--- config.mk ---
export PLATFORM = sky130hd
export DESIGN_NAME = base_vmem_tag_sched
export DESIGN_NICKNAME = d
export VERILOG_FILES = /design/src/rtl/base_vmem_tag_sched.sv
export SDC_FILE = /design/constraint.sdc
export NUM_CORES = 1
export LEC_CHECK = 0
export CAP_MARGIN = 25
export CORE_ASPECT_RATIO = 0.7
export CORE_UTILIZATION = 60
export CTS_CLUSTER_DIAMETER = 40
export DETAILED_ROUTE_END_ITERATION = 12
export GPL_ROUTABILITY_DRIVEN = 0
export HOLD_SLACK_MARGIN = 0.06
export PLACE_DENSITY_LB_ADDON = 0.2
export RECOVER_POWER = 25
export REMOVE_ABC_BUFFERS = 1
export SYNTH_ARGS = -nofsm -noshare
export SYNTH_HDL_FRONTEND = slang
export SYNTH_SLANG_ARGS = --single-unit
--- constraint.sdc ---
create_clock -name clk -period 12.9 [get_ports clk]
set_clock_uncertainty 0.2 [all_clocks]
set_input_delay 2.58 -clock clk [delete_from_list [all_inputs] [get_ports clk]]
set_output_delay 2.58 -clock clk [all_outputs]
set_load 0.01 [all_outputs]
--- src/rtl/base_vmem_tag_sched.sv ---
// base_vmem_tag_sched
//   Tag allocator/scheduler over a 2**a_width-entry in-use bit array. The tag
//   pool is shared among nreq requesters with round-robin arbitration. At most
//   one tag is granted per cycle. Tags come back on the free ports. Lookup
//   ports report in-use state one cycle after the request, and the reported
//   value already reflects the same-cycle grant and frees.
//
//   Optional feature macro: BASE_VMEM_TAG_SCHED_RSV_EN
//     Defined   : when o_free_cnt <= rsv, only requester 0 may be granted.
//     Undefined : every requester is eligible while any tag is free; rsv is
//                 ignored.
//
// Ports
//   clk         clock; all state changes on the rising edge
//   reset       asynchronous, active-high reset
//   i_req_v     request valid per requester (held until ready)
//   o_req_r     grant per requester (at most one bit set)
//   o_tag       tag granted this cycle
//   i_free_v    tag-return valid per free port
//   i_free_a    returned tags, packed per free port
//   i_rd_a      lookup tags, packed per lookup port
//   i_rd_en     lookup enable per lookup port
//   o_rd_d      in-use result, registered one cycle after i_rd_en
//   o_free_cnt  registered count of free tags
//   o_idle      registered; all tags free
//   o_err       sticky; a free named a tag that was not in use
module base_vmem_tag_sched #(
    parameter int unsigned a_width    = 4,
    parameter int unsigned nreq       = 2,
    parameter int unsigned free_ports = 1,
    parameter int unsigned rports     = 1,
    parameter int unsigned rsv        = 1
) (
    input  logic                          clk,
    input  logic                          reset,
    input  logic [nreq-1:0]               i_req_v,
    output logic [nreq-1:0]               o_req_r,
    output logic [a_width-1:0]            o_tag,
    input  logic [free_ports-1:0]         i_free_v,
    input  logic [free_ports*a_width-1:0] i_free_a,
    input  logic [rports*a_width-1:0]     i_rd_a,
    input  logic [rports-1:0]             i_rd_en,
    output logic [rports-1:0]             o_rd_d,
    output logic [a_width:0]              o_free_cnt,
    output logic                          o_idle,
    output logic                          o_err
);

    localparam int unsigned depth = 1 << a_width;
    localparam int unsigned ptr_w = (nreq > 1) ? $clog2(nreq) : 1;
    localparam logic [a_width:0] rsv_lim = (a_width + 1)'(rsv);

`ifdef BASE_VMEM_TAG_SCHED_RSV_EN
    localparam bit rsv_en = 1'b1;
`else
    localparam bit rsv_en = 1'b0;
`endif

    logic [depth-1:0]   in_use;
    logic [depth-1:0]   in_use_next;
    logic [depth-1:0]   alloc_dec;
    logic [depth-1:0]   free_dec;
    logic [ptr_w-1:0]   rr_ptr;
    logic [a_width-1:0] free_tag;
    logic               tag_found;
    logic               any_free;
    logic               rsv_only;
    logic [nreq-1:0]    eligible;
    logic [nreq-1:0]    grant;
    logic               req_found;
    int unsigned        idx;
    int unsigned        sel;
    logic               transfer;
    logic               err_hit;
    logic [a_width:0]   cnt_next;

    // Lowest-index free tag, from registered state only: a tag freed this
    // cycle is not offered until the next cycle.
    always_comb begin
        free_tag  = '0;
        tag_found = 1'b0;
        for (int unsigned k = 0; k < depth; k++) begin
            if (!tag_found && !in_use[k]) begin
                free_tag  = a_width'(k);
                tag_found = 1'b1;
            end
        end
    end

    assign any_free = (o_free_cnt != '0);
    assign rsv_only = rsv_en && (o_free_cnt <= rsv_lim);

    // Under reservation only requester 0 is eligible. Masking before the
    // round-robin search means skipped requesters never move the pointer.
    always_comb begin
        eligible = i_req_v;
        if (rsv_only) begin
            eligible    = '0;
            eligible[0] = i_req_v[0];
        end
    end

    always_comb begin
        grant     = '0;
        sel       = 0;
        idx       = 0;
        req_found = 1'b0;
        for (int unsigned i = 0; i < nreq; i++) begin
            idx = (32'(rr_ptr) + i) % nreq;
            if (!req_found && eligible[idx]) begin
                grant[idx] = 1'b1;
                sel        = idx;
                req_found  = 1'b1;
            end
        end
        if (!any_free || reset) begin
            grant = '0;
        end
    end

    assign o_req_r  = grant;
    assign o_tag    = free_tag;
    assign transfer = |grant;

    // Set/clear decode; a clear beats a set on the same tag, and duplicate
    // frees of one tag collapse into a single clear.
    always_comb begin
        alloc_dec = '0;
        if (transfer) begin
            alloc_dec[free_tag] = 1'b1;
        end
        free_dec = '0;
        err_hit  = 1'b0;
        for (int unsigned j = 0; j < free_ports; j++) begin
            if (i_free_v[j]) begin
                free_dec[i_free_a[j*a_width +: a_width]] = 1'b1;
                if (!in_use[i_free_a[j*a_width +: a_width]]) begin
                    err_hit = 1'b1;
                end
            end
        end
        in_use_next = (in_use | alloc_dec) & ~free_dec;
    end

    always_comb begin
        cnt_next = '0;
        for (int unsigned k = 0; k < depth; k++) begin
            cnt_next = cnt_next + (a_width + 1)'(!in_use_next[k]);
        end
    end

    always_ff @(posedge clk or posedge reset) begin
        if (reset) begin
            in_use     <= '0;
            rr_ptr     <= '0;
            o_free_cnt <= (a_width + 1)'(depth);
            o_idle     <= 1'b1;
            o_err      <= 1'b0;
        end else begin
            in_use     <= in_use_next;
            o_free_cnt <= cnt_next;
            o_idle     <= (in_use_next == '0);
            if (err_hit) begin
                o_err <= 1'b1;
            end
            if (transfer) begin
                rr_ptr <= ptr_w'((sel + 1) % nreq);
            end
        end
    end

    // Lookup reads in_use_next, which folds in the same-cycle alloc/free.
    always_ff @(posedge clk or posedge reset) begin
        if (reset) begin
            o_rd_d <= '0;
        end else begin
            for (int unsigned i = 0; i < rports; i++) begin
                if (i_rd_en[i]) begin
                    o_rd_d[i] <= in_use_next[i_rd_a[i*a_width +: a_width]];
                end
            end
        end
    end

endmodule

==> reports/results.tsv <==
metric	value	unit
grt_max_degree	26	
die_height	52.3	um
async_flop_share	1.00	
grt_pass1_vias	1797	
ys_ff_latch	25	
overflow	0	
hold_violations	0	
syn_to_final_growth	16.2	%
syn-mean-instance-area	9.00	um^2
synth-main-ff-cell	dfrtp_1	
switching_share	0.465	
postCtsHoldBufs	0	
diodes	0	
rows	17	
crit_fanout	7	
fin_setup_tns	0	ns
period_needed	7.38	ns
finish.instance_area	2520	um^2
yosys_warnings	0	
p_total	562	uW
max_slew_margin	0.187	
path_clk_slew	0.09	ns
syn-instance-count	241	
post-route-period-util	0.572	
finalSetupViolCount	0	
vias	2023	
first_pass_iters	6	
postPlaceCellArea	2470	um^2
die-area	3860	um^2
ant_nets	0	
max_freq	136	MHz
pwr-share-seq	0.242	
drc	0	
ys_types	64	
outcome	completed	
cellPowerDensity	223	nW/um^2
power.leakage	1.10	nW
tritoncts	yes	
post_cts_buffers	0	
seq_area_frac_synth	0.290	
htreeDepth	1	
power.switching	261	uW
wl_per_cell	18.0	um
pre_cts_ws	5.39	ns
rsz0062_at_grt	false	
synth_edf_count	0	
min_path_type	register to register	
cp.arrival	7.41	ns
vdd_ir_drop_max	297	uV
antenna_found_initial	0	
start_kind	input port	
whs	0.291	ns
syn_area	2170	um^2
coreArea	3300	um^2
clkLatencyLatePin	0.28	ns
clkSinkCount	25	
cts_resized	0	
fin_ws	5.52	ns
slew_viol_final	0	
drt_wl_total	5.68	mm
grt_pass1_wl	8.84	mm
grtUsageTotal	0.314	
required	12.93	ns
endpoint_kind	register	
port-buffer-count	27	
vias_per_cell	6.42	
p_int	301	uW
layout_common_cells	42 x inv_1, 26 x clkdlybuf4s50_1, 23 x dfrtp_1	
drv_cap	0	
die_width	73.9	um
p_clk_frac	0.087	
drive_gt1_frac	0.116	
ios	28	
cts_made_buffers	3	
cts_root_buf	clkbuf_8	
worstSetupPathType	input port to register	
tightest_slew	1.22	ns
initial_utilization	0.658	
nets	298	
hpwl	4.29	mm
cts.path.max_buffers	2	
final_common_cell	inv_1	
power.share.combinational	0.671	
drtIter0Drc	320	
-- per-stage QoR --
step           cells   util
5_1_grt          315  0.764
6_report         315  0.764
3_3_place_gp     310  0.749
4_1_cts          314  0.763
3_5_place_dp     310  0.749
2_1_floorplan    236      -
-- cells in the mapped netlist, types with 3 or more instances --
library cell	instances	area share
a31oi_1	7	0.020
inv_1	42	0.073
nor3_1	4	0.0092
a21oi_1	10	0.023
o211ai_1	3	0.010
nand2b_1	3	0.0087
fa_1	10	0.092
o21ai_0	14	0.032
nand3_1	8	0.018
nand2_1	20	0.035
mux4_2	4	0.042
clkbuf_1	3	0.0052
nand4_1	3	0.0087
dfrtp_1	23	0.27
nor2_1	16	0.028
ha_1	5	0.029
nor2b_1	6	0.017
o22ai_1	7	0.020
-- path summary, 6_finish.rpt --
path | startpoint | endpoint | slack [ns] | cells after the start
min reg2reg | o_err$_DFFE_PP0P_ | o_err$_DFFE_PP0P_ | 0.29 | 1
min in group asynchronous | reset | in_use[14]$_DFF_PP0_ | 2.48 | 2
max in group asynchronous | reset | in_use[7]$_DFF_PP0_ | 8.68 | 3
max | reset | o_free_cnt[4]$_DFF_PP1_ | 5.52 | 18
min | o_err$_DFFE_PP0P_ | o_err$_DFFE_PP0P_ | 0.29 | 1
max reg2reg | in_use[2]$_DFF_PP0_ | o_free_cnt[4]$_DFF_PP1_ | 7.67 | 18
-- power groups by stage --
stage,clock network (mW),registers [mW],logic (mW)
3_3_place_gp,0,0.136,0.359
3_5_place_dp,0,0.136,0.377
6_report,0.0487,0.136,0.377
5_1_grt,0.0511,0.139,0.448
4_1_cts,0.0484,0.135,0.379
2_1_floorplan,0,0.133,0.271
-- state kept, by name, indices dropped and copies added (netlist names), named ones only --
signal      cells
in_use         16
o_err           1
o_free_cnt      5
o_idle          1
o_rd_d          1
-- critical path, cell delays in order --
cell           delay [ns]
dlygate4sd3_1        0.58
a21oi_1              0.34
o21ai_0              0.29
a21oi_4              0.28
a31oi_1              0.15
a21oi_1              0.30
fa_1                 0.45
inv_1                0.09
fa_1                 0.43
fa_1                 0.51
inv_1                0.05
fa_1                 0.42
inv_1                0.07
ha_1                 0.16
inv_1                0.05
fa_1                 0.40
nor2b_1              0.14
o21a_1               0.12
-- cells by family after synthesis --
kind of cell,share of synthesized area
AO/OA/AOI/OAI,0.219
XOR/XNOR,0.00808
adder cells (fa/ha/maj),0.121
buffers and inverters,0.0854
flip-flops,0.290
multiplexers,0.0583
AND/OR/NAND/NOR,0.218
-- metal layers --
metal  vias to the layer above  share of wire  GRT usage
met5                         -              0          0
met4                         0          0.019     0.0641
li1                        911              -          -
met2                       140           0.43      0.459
met3                        28           0.12     0.0769
met1                       944           0.43      0.471
-- final cells by class --
class                   instances  area (um^2)
clock buffers                   4         45.0
inverters                      42          158
repair buffers                 28          274
fillers                       252          778
flip-flops and latches         25          628
well taps                      47         58.8
multi-input cells             169         1360
(Power assumes the default switching activity.)
